$ cat config.mk
export PLATFORM = sky130hd
export DESIGN_NAME = pixel_lane_packer
export DESIGN_NICKNAME = d
export VERILOG_FILES = /design/src/rtl/pixel_lane_packer.sv
export SDC_FILE = /design/constraint.sdc
export NUM_CORES = 1
export LEC_CHECK = 0
export CORE_MARGIN = 3
export CORE_UTILIZATION = 40
export CTS_BUF_LIST = sky130_fd_sc_hd__clkbuf_8 sky130_fd_sc_hd__clkbuf_16
export DETAILED_ROUTE_END_ITERATION = 6
export PLACE_DENSITY = 0.74
export SLEW_MARGIN = 5
export SYNTH_ARGS = -nofsm -noshare
export SYNTH_HDL_FRONTEND = slang
export SYNTH_SLANG_ARGS = --single-unit
export TNS_END_PERCENT = 1
$ cat constraint.sdc
create_clock -name clk -period 2.3 [get_ports clk]
set_input_delay 0.46 -clock clk [delete_from_list [all_inputs] [get_ports clk]]
set_output_delay 0.46 -clock clk [all_outputs]
set_load 0.02 [all_outputs]
$ cat src/rtl/pixel_lane_packer.sv
// pixel_lane_packer
// Packs a serial valid/ready stream of W-bit pixels into 4-lane parallel words
// for the sub-pixel delay/interpolator datapath. Each word carries a one-cycle
// valid strobe, a 10-bit word index within the line and a last-of-line flag.
// A partial group at end-of-line is completed by replicating the edge pixel.
// After each line's final word, input is held off for GAP_CYC cycles so the
// downstream pipeline can drain.
//
// Ports:
//   clk                      clock
//   reset                    asynchronous active-low reset
//   pix_in / pix_in_v        serial pixel and its valid
//   pix_sol / pix_eol        start/end-of-line, qualified by acceptance
//   pix_in_ready             registered; high in IDLE and PACK
//   sample_out0..3           lane words, lane 0 = earliest pixel (held)
//   sample_out_v             one-cycle strobe per emitted word
//   clk_cnt                  word index within the line (wraps 1023 -> 0)
//   line_last                high with the final word of a line
//   sol_err                  one-cycle pulse on a start-of-line protocol error
//
// Build option: define PACK_ZERO_PAD_EN to fill the lanes above the eol
// pixel with zero instead of replicating the edge pixel.

module pixel_lane_packer #(
    parameter int L       = 4,
    parameter int W       = 14,
    parameter int GAP_CYC = 3
) (
    input  logic         clk,
    input  logic         reset,
    input  logic [W-1:0] pix_in,
    input  logic         pix_in_v,
    input  logic         pix_sol,
    input  logic         pix_eol,
    output logic         pix_in_ready,
    output logic [W-1:0] sample_out0,
    output logic [W-1:0] sample_out1,
    output logic [W-1:0] sample_out2,
    output logic [W-1:0] sample_out3,
    output logic         sample_out_v,
    output logic [9:0]   clk_cnt,
    output logic         line_last,
    output logic         sol_err
);

    typedef enum logic [1:0] {
        ST_IDLE = 2'd0,
        ST_PACK = 2'd1,
        ST_GAP  = 2'd2
    } state_t;

    localparam logic [3:0] GAP_LAST = 4'(GAP_CYC - 1);

    state_t         state_q;
    logic [1:0]     lane_q;
    logic [9:0]     word_cnt_q;
    logic [3:0]     gap_cnt_q;
    logic [W-1:0]   buf_q [L];

    logic           accept_s;
    logic           start_s;
    logic           take_s;
    logic           emit_s;
    logic           err_s;
    logic [1:0]     eff_lane_s;
    logic [9:0]     wc_base_s;
    logic [W-1:0]   fill_s;
    logic [W-1:0]   word_s [L];

    // Acceptance decode and assembly of the word that would be emitted now.
    always_comb begin
        accept_s = pix_in_v & pix_in_ready;
        start_s  = accept_s & pix_sol;
        // Pixels accepted in IDLE without sol are dropped, not packed.
        take_s   = accept_s & (pix_sol | (state_q == ST_PACK));
        // sol outside IDLE abandons the partial group; sol missing in IDLE is dropped.
        if (pix_sol) begin
            err_s = accept_s & (state_q == ST_PACK);
        end else begin
            err_s = accept_s & (state_q == ST_IDLE);
        end
        if (start_s) begin
            eff_lane_s = 2'd0;
            wc_base_s  = 10'd0;
        end else begin
            eff_lane_s = lane_q;
            wc_base_s  = word_cnt_q;
        end
        emit_s = take_s & ((eff_lane_s == 2'd3) | pix_eol);
`ifdef PACK_ZERO_PAD_EN
        fill_s = '0;
`else
        fill_s = pix_in;
`endif
        for (int i = 0; i < L; i++) begin
            if (2'(i) == eff_lane_s) begin
                word_s[i] = pix_in;
            end else if (2'(i) > eff_lane_s) begin
                word_s[i] = fill_s;
            end else begin
                word_s[i] = buf_q[i];
            end
        end
    end

    // Packer state machine with registered handshake and lane outputs.
    always_ff @(posedge clk or negedge reset) begin
        if (!reset) begin
            state_q      <= ST_IDLE;
            lane_q       <= 2'd0;
            word_cnt_q   <= 10'd0;
            gap_cnt_q    <= 4'd0;
            for (int i = 0; i < L; i++) begin
                buf_q[i] <= '0;
            end
            pix_in_ready <= 1'b0;
            sample_out0  <= '0;
            sample_out1  <= '0;
            sample_out2  <= '0;
            sample_out3  <= '0;
            sample_out_v <= 1'b0;
            clk_cnt      <= 10'd0;
            line_last    <= 1'b0;
            sol_err      <= 1'b0;
        end else begin
            sample_out_v <= 1'b0;
            line_last    <= 1'b0;
            sol_err      <= err_s;
            case (state_q)
                ST_IDLE, ST_PACK: begin
                    pix_in_ready <= 1'b1;
                    if (take_s) begin
                        buf_q[eff_lane_s] <= pix_in;
                        if (emit_s) begin
                            sample_out0  <= word_s[0];
                            sample_out1  <= word_s[1];
                            sample_out2  <= word_s[2];
                            sample_out3  <= word_s[3];
                            sample_out_v <= 1'b1;
                            clk_cnt      <= wc_base_s;
                            line_last    <= pix_eol;
                            word_cnt_q   <= wc_base_s + 10'd1;
                        end else begin
                            word_cnt_q   <= wc_base_s;
                        end
                        if (pix_eol) begin
                            state_q      <= ST_GAP;
                            pix_in_ready <= 1'b0;
                            gap_cnt_q    <= 4'd0;
                            lane_q       <= 2'd0;
                        end else begin
                            state_q      <= ST_PACK;
                            lane_q       <= eff_lane_s + 2'd1;
                        end
                    end
                end
                ST_GAP: begin
                    if (gap_cnt_q == GAP_LAST) begin
                        state_q      <= ST_IDLE;
                        pix_in_ready <= 1'b1;
                        gap_cnt_q    <= 4'd0;
                    end else begin
                        gap_cnt_q    <= gap_cnt_q + 4'd1;
                    end
                end
                default: begin
                    state_q      <= ST_IDLE;
                    pix_in_ready <= 1'b1;
                    lane_q       <= 2'd0;
                    gap_cnt_q    <= 4'd0;
                end
            endcase
        end
    end

endmodule
==> impl_metrics.csv, run 1 <==
group,metric,value,unit
clocking,clock_path_buffers,2,
power_and_ir_drop,power_density,1363,mW/mm^2
global_route,grtUsageMet1,21.59,%
logic_synthesis,ys_ff_latch,130,
logic_synthesis,synthTopCellsByArea,"dfrtp_1, mux2_4, mux2i_1",
floorplan,rows,43,
setup_path,crit_path_end_kind,"flip-flop",
placement,portBuffers,88,
global_route,grt_usage,16.82,%
placement,place_ws,-0.1373,ns
routing,final_antenna_net_count,0,
setup_path,r2r_start,"pix_in_ready",
clocking,clock_latency,0.42,ns
setup_path,cp_max_fo,42,
logic_synthesis,synth_edf_count,0,
layout,syn_to_final_growth,30.23,%
clocking,clk_pin_slew,0.05,ns
setup_path,start_kind,"primary input",
clocking,cts_tree,"built",
run,maxCapViolations,0,
routing,drtIter0Drc,212,
routing,vias,4003,
placement,post_dp_cell_area,0.006947,sq mm
timing,setup_viol,0,
timing,max_freq,493.2,MHz
placement,hpwl,8856,microns
clocking,cts_resized,0,
setup_path,crit_arrival,2.32,ns
hold_path,holdPathStages,2,
setup_path,critPathKind,"in -> reg",
hold_path,min_from,"clk_cnt[3]",
timing,period_minus_slack,2.028,ns
layout,drive_above_1_share,16.80,%
layout,num_antenna_cells,0,
routing,route.detailed.drc,0,
logic_synthesis,async_flop_share,100.0,%
routing,viasPerCell,5.048,
logic_synthesis,synthDistinctLibCells,46,
logic_synthesis,synth.avg_cell_area,11.52,sq um
timing,slew_headroom,70.00,%
logic_synthesis,syn-num-nets,526,
clocking,cts_max_level,4,
logic_synthesis,ys_seq_area_share,56.46,%
routing,wire_per_inst,16.09,microns
clocking,post_cts_buffers,0,
layout,instances_no_fill,793,
logic_synthesis,syn-cell-area,0.005762,sq mm
layout,final_common_cell,"dfrtp_1",
timing,fin_skew,0.01208,ns
global_route,grt_pass1_wl,21360,microns
global_route,grtUsageMet2,27.86,%
clocking,hold_buffers,1,
floorplan,start_util,41.19,%
routing,drtPass1Iterations,5,
setup_path,crit_chain,"clkdlybuf4s50_1, nand3_1, nand2_1, inv_1, ha_1, or2_2, nand3_2, inv_2, buf_12, nor2_1, a21oi_1",
global_route,grtUsageMet3,5.004,%
setup_path,reg2reg_slack,0.43,ns
global_route,grt_max_degree,65,
timing,setup_slack,0.2725,ns
outcome,outcome,"complete, no violations",
global_route,overflow,0,
timing,period_share,88.15,%
timing,rsz0062_at_grt,"false",
global_route,antenna_found_initial,0,
layout,most-common-layout-cells,"dfrtp_1, nand2_1, clkdlybuf4s50_1",
setup_path,r2r-end,"word_cnt_q[2]",
timing,setup_tns,0,ns
logic_synthesis,synth.top_cell.area_share,56.46,%
global_route,grt.busiest_layer,"met2",
floorplan,core_area,0.01399,sq mm
hold_path,worstHoldPathType,"reg -> reg",
timing,tightest_slew,0.4453,ns
logic_synthesis,synth-main-ff-cell,"dfrtp_1",
logic_synthesis,synthCells,500,
setup_path,slowest_delay,0.48,ns
timing,slew_violations,0,
clocking,cts-root-buf,"clkbuf_16",
setup_path,worst_ep_required_time,2.59,ns
floorplan,ios,89,
setup_path,slowest_stage,"clkdlybuf4s50_1",
logic_synthesis,synth_largest_area_cell,"dfrtp_1",
floorplan,die_area,0.01588,sq mm
logic_synthesis,yosysWarnings,0,
power_and_ir_drop,power_leakage,3.669,nW
clocking,clkSinkCount,130,
timing,finalHoldViolations,0,
floorplan,die_y,126.0,microns
power_and_ir_drop,ir_worst_vdd,537.2,uV
layout,nNetsFinal,628,
placement,place.gp.congestion,0.8326,
layout,final_area,0.007503,sq mm
setup_path,reg2regPathDepth,9,
placement,place_inst,762,
global_route,grt_pass1_vias,4081,
hold_path,hold-path-endpoint,"clk_cnt[3]",
floorplan,die_width,126.0,microns
power_and_ir_drop,totalPowerFinal,10.22,mW
clocking,numCtsBuffers,17,
routing,wl,12760,microns
-- metrics by stage --
stage / util [%] / hold slack [ns]
3_3_place_gp: 49.66 / 0.3684
6_report: 53.64 / 0.4684
3_5_place_dp: 49.66 / 0.3778
4_1_cts: 53.64 / 0.4714
5_1_grt: 53.64 / 0.4916
2_1_floorplan: - / 0.1644
-- Yosys cell counts (3+ instances only) --
| cell type | n |
|---|---|
| dfrtp_1 | 130 |
| nand2_1 | 96 |
| mux2i_1 | 43 |
| o21ai_0 | 42 |
| mux2_4 | 30 |
| a21oi_1 | 21 |
| nor2_1 | 18 |
| mux2_2 | 13 |
| nand3_1 | 13 |
| clkbuf_1 | 11 |
| buf_2 | 10 |
| ha_1 | 7 |
| inv_1 | 6 |
| nand4_1 | 4 |
| nor2b_1 | 4 |
| a22o_1 | 3 |
| and2_1 | 3 |
| and3_1 | 3 |
| buf_4 | 3 |
| buf_6 | 3 |
| nand2_4 | 3 |
| o221ai_1 | 3 |
| o31ai_1 | 3 |
-- cell type report --
type                    instances  area, sq um
fillers                      1177         6485
flip-flops and latches        130         3253
multi-input cells             335         2336
repair buffers                111         1116
clock buffers                  21        480.5
well taps                     180        225.2
clock inverters                 9        66.31
inverters                       7        26.28
-- routing by layer --
layer  wire (microns)  up-vias
li1                 -     1933
met1             5653     1958
met2             6317       98
met3              639       14
met4              152        0
met5                0        -
-- flip-flops by register name, summed over array words and instances, names as in the netlist --
register      cells
gap_cnt_q         4
line_last         1
word_cnt_q       10
sample_out3      14
pix_in_ready      1
state_q           2
sample_out_v      1
clk_cnt          10
sol_err           1
sample_out0      14
sample_out1      14
lane_q            2
buf_q            42
sample_out2      14
-- power breakdown --
group	total (mW)	switching, mW	internal (mW)
Sequential	3.74	0.566	3.18
Combinational	4.00	1.94	2.06
Clock	2.48	0.918	1.56
Total	10.2	3.42	6.80
-- critical path: cells and delay by family --
family / cells / cell delay, ns
and+or+nand+nor: 5 / 0.79
adders and majority gates: 1 / 0.20
AOI/OAI and AO/OA: 1 / 0.05
buffers and inverters: 4 / 0.81
-- worst max-delay path by stage --
stage,start,endpoint,slack (ns),cells after the start
after floorplan,pix_in_ready,word_cnt_q[0],-0.06,11
after global placement,pix_in_v,sample_out1[11],-0.09,10
after detailed placement,pix_in_v,sample_out2[0],-0.14,11
after CTS,pix_in_ready,pix_in_ready,0.29,2
after global routing,pix_in_v,sample_out2[12],0.12,11
final,pix_in_v,sample_out2[5],0.27,11
-- kinds of logic (layout without fill, tap and decap cells) --
logic type / count (synthesis) / in the layout / share of synthesized area [%]
AO/OA/AOI/OAI: 80 / 80 / 7.970
multiplexers: 86 / 86 / 17.83
adder cells (fa/ha/maj): 7 / 7 / 1.520
AND/OR/NAND/NOR: 160 / 160 / 12.83
XOR/XNOR: 2 / 2 / 0.3041
flip-flops: 130 / 130 / 56.46
buffers and inverters: 35 / 148 / 3.083
(Power assumes the default switching activity.)
==> run 2: changes to the inputs <==
- DONT_BUFFER_PORTS: default -> 1
- PLACE_DENSITY: 0.74 -> 0.65
==> run 2 against run 1 <==
Against the previous run:
- the flow now finishes with violations (negative hold slack)
- sequential cell count unchanged
- clock power up 18%
- final cell count down 12%
- critical path depth down 1
- via count down 8.8%
- wire length down 5.3%
- global-route usage down 0.83 points
- combinational power down 45%
- sequential share of layout area up 6.0 points
- non-clock buffer count down 100
- register-to-register slack worse by 0.09 ns
- critical endpoint is now sample_out2[8]
- largest cell class unchanged
- largest power group is now registers
==> impl_metrics.csv, run 2 (synthesis gave the netlist of run 1 again) <==
group,metric,value,unit
timing,rsz0062_at_grt,"false",
routing,wl,12090,microns
power_and_ir_drop,pwr-share-clk,30.6,%
timing,period_minus_slack,1.958,ns
power_and_ir_drop,totalPowerFinal,9.541,mW
clocking,cts_resized,0,
global_route,grt_max_degree,131,
clocking,clkSinkCount,130,
routing,wire_per_inst,17.40,microns
routing,vias,3650,
floorplan,ios,89,
setup_path,start_kind,"flip-flop",
routing,route.detailed.drc,0,
placement,hpwl,8136,microns
floorplan,start_util,41.19,%
power_and_ir_drop,switching_power,3.230,mW
clocking,post_cts_buffers,0,
timing,setup_tns,0,ns
layout,top_register,"buf_q",
placement,place.gp.congestion,0.7801,
clocking,cts_tree,"built",
timing,period_share,85.12,%
floorplan,die_area,0.01588,sq mm
floorplan,die_y,126.0,microns
layout,most-common-layout-cells,"dfrtp_1, nand2_1, mux2i_1",
timing,tightest_slew,0.4077,ns
routing,viasPerCell,5.252,
layout,num_antenna_cells,0,
global_route,grt_usage,16.00,%
setup_path,slowest_delay,0.34,ns
layout,nNetsFinal,528,
setup_path,slowest_stage,"dfrtp_1",
layout,fill_cells,1263,
global_route,overflow,0,
routing,final_antenna_net_count,0,
layout,fin_util,47.13,%
power_and_ir_drop,power_density,1447,mW/mm^2
hold_path,worstHoldPathType,"in -> async",
timing,setup_viol,0,
power_and_ir_drop,ir_worst_vdd,531.3,uV
clocking,clk_pin_slew,0.06,ns
global_route,grt_pass1_vias,3716,
floorplan,die_width,126.0,microns
clocking,clock_latency,0.41,ns
layout,drive_above_1_share,18.06,%
setup_path,cp_max_fo,26,
power_and_ir_drop,pwr-share-seq,46.2,%
clocking,cts-root-buf,"clkbuf_16",
placement,portBuffers,0,
timing,slew_violations,0,
timing,whs,-0.2557,ns
power_and_ir_drop,switching_share,33.85,%
timing,finalHoldViolations,130,
power_and_ir_drop,p_comb_share,23.1,%
routing,drtPass1Iterations,4,
layout,largest_reg_flops,42,
setup_path,worst_ep_required_time,2.58,ns
setup_path,reg2regPathDepth,10,
timing,max_freq,510.8,MHz
timing,slew_headroom,72.46,%
power_and_ir_drop,p_int,6.311,mW
outcome,violations,"negative hold slack",
setup_path,critPathKind,"reg -> reg",
setup_path,r2r_start,"pix_in_ready",
global_route,grt_pass1_wl,20000,microns
run,maxCapViolations,0,
setup_path,crit_arrival,2.24,ns
clocking,clock_path_buffers,2,
setup_path,crit_start,"pix_in_ready",
floorplan,rows,43,
clocking,numCtsBuffers,17,
global_route,antenna_found_initial,0,
clocking,cts_max_level,4,
power_and_ir_drop,power_leakage,3.300,nW
layout,final_common_cell,"dfrtp_1",
floorplan,core_area,0.01399,sq mm
setup_path,crit_chain,"nand3_1, nand2_1, inv_1, ha_1, or2_2, nand3_2, inv_2, buf_4, nor2_1, a21oi_1",
routing,drtIter0Drc,212,
setup_path,crit_path_end_kind,"flip-flop",
layout,syn_to_final_growth,14.42,%
timing,fin_skew,0.008757,ns
outcome,outcome,"finished with violations",
run 2: power groups by stage:
stage	Combinational (mW)	Sequential, mW	Clock [mW]
global placement	2.15	4.43	0
floorplan	1.89	4.21	0
CTS	2.25	4.43	2.97
finish	2.21	4.41	2.92
detailed placement	2.23	4.46	0
global route	2.48	4.53	3.06
run 2: layout make-up:
cell class / instances / area, sq um / area share (%)
Clock buffer: 19 / 452.9 / 6.870
Clock inverter: 13 / 191.4 / 2.904
Inverter: 7 / 26.28 / 0.3986
Multi-Input combinational cell: 335 / 2336 / 35.43
Sequential cell: 130 / 3253 / 49.35
Tap cell: 180 / 225.2 / 3.416
Timing Repair Buffer: 11 / 107.6 / 1.632
run 2: critical path: cells and delay by family (launching register included):
kind                       cells  cell delay (ns)
AOI/OAI and AO/OA              1             0.06
adders and majority gates      1             0.20
buffers and inverters          3             0.37
DFF                            1             0.34
and+or+nand+nor                5             0.85
run 2: worst paths after layout:
path                            slack (ns)             end
worst max-delay path                  0.34  sample_out2[8]
worst min-delay path                 -0.26  sample_out3[4]
worst max register to register        0.34  sample_out2[8]
worst min register to register        0.50       buf_q[14]
max in group asynchronous             2.43   word_cnt_q[1]
min in group clk                      0.16   word_cnt_q[8]
run 2: routing by layer:
layer  vias up  share of wire [%]  track usage [%]
li1       1736                  -                -
met1      1816                 42            19.57
met2        86                 49            25.60
met3        12                6.9            6.319
met4         0                1.4            6.120
met5         -                  0                0
run 2: stage by stage:
step | worst slack, ns | area [sq um] | hold WS (ns) | cells
floorplan | -0.05811 | 5769 | 0.1644 | 500
global placement | 0.3440 | 5948 | 0.1687 | 663
detailed placement | 0.2482 | 5948 | 0.1674 | 663
CTS | 0.3551 | 6593 | -0.2792 | 695
global route | 0.1936 | 6593 | -0.2786 | 695
finish | 0.3423 | 6593 | -0.2557 | 695
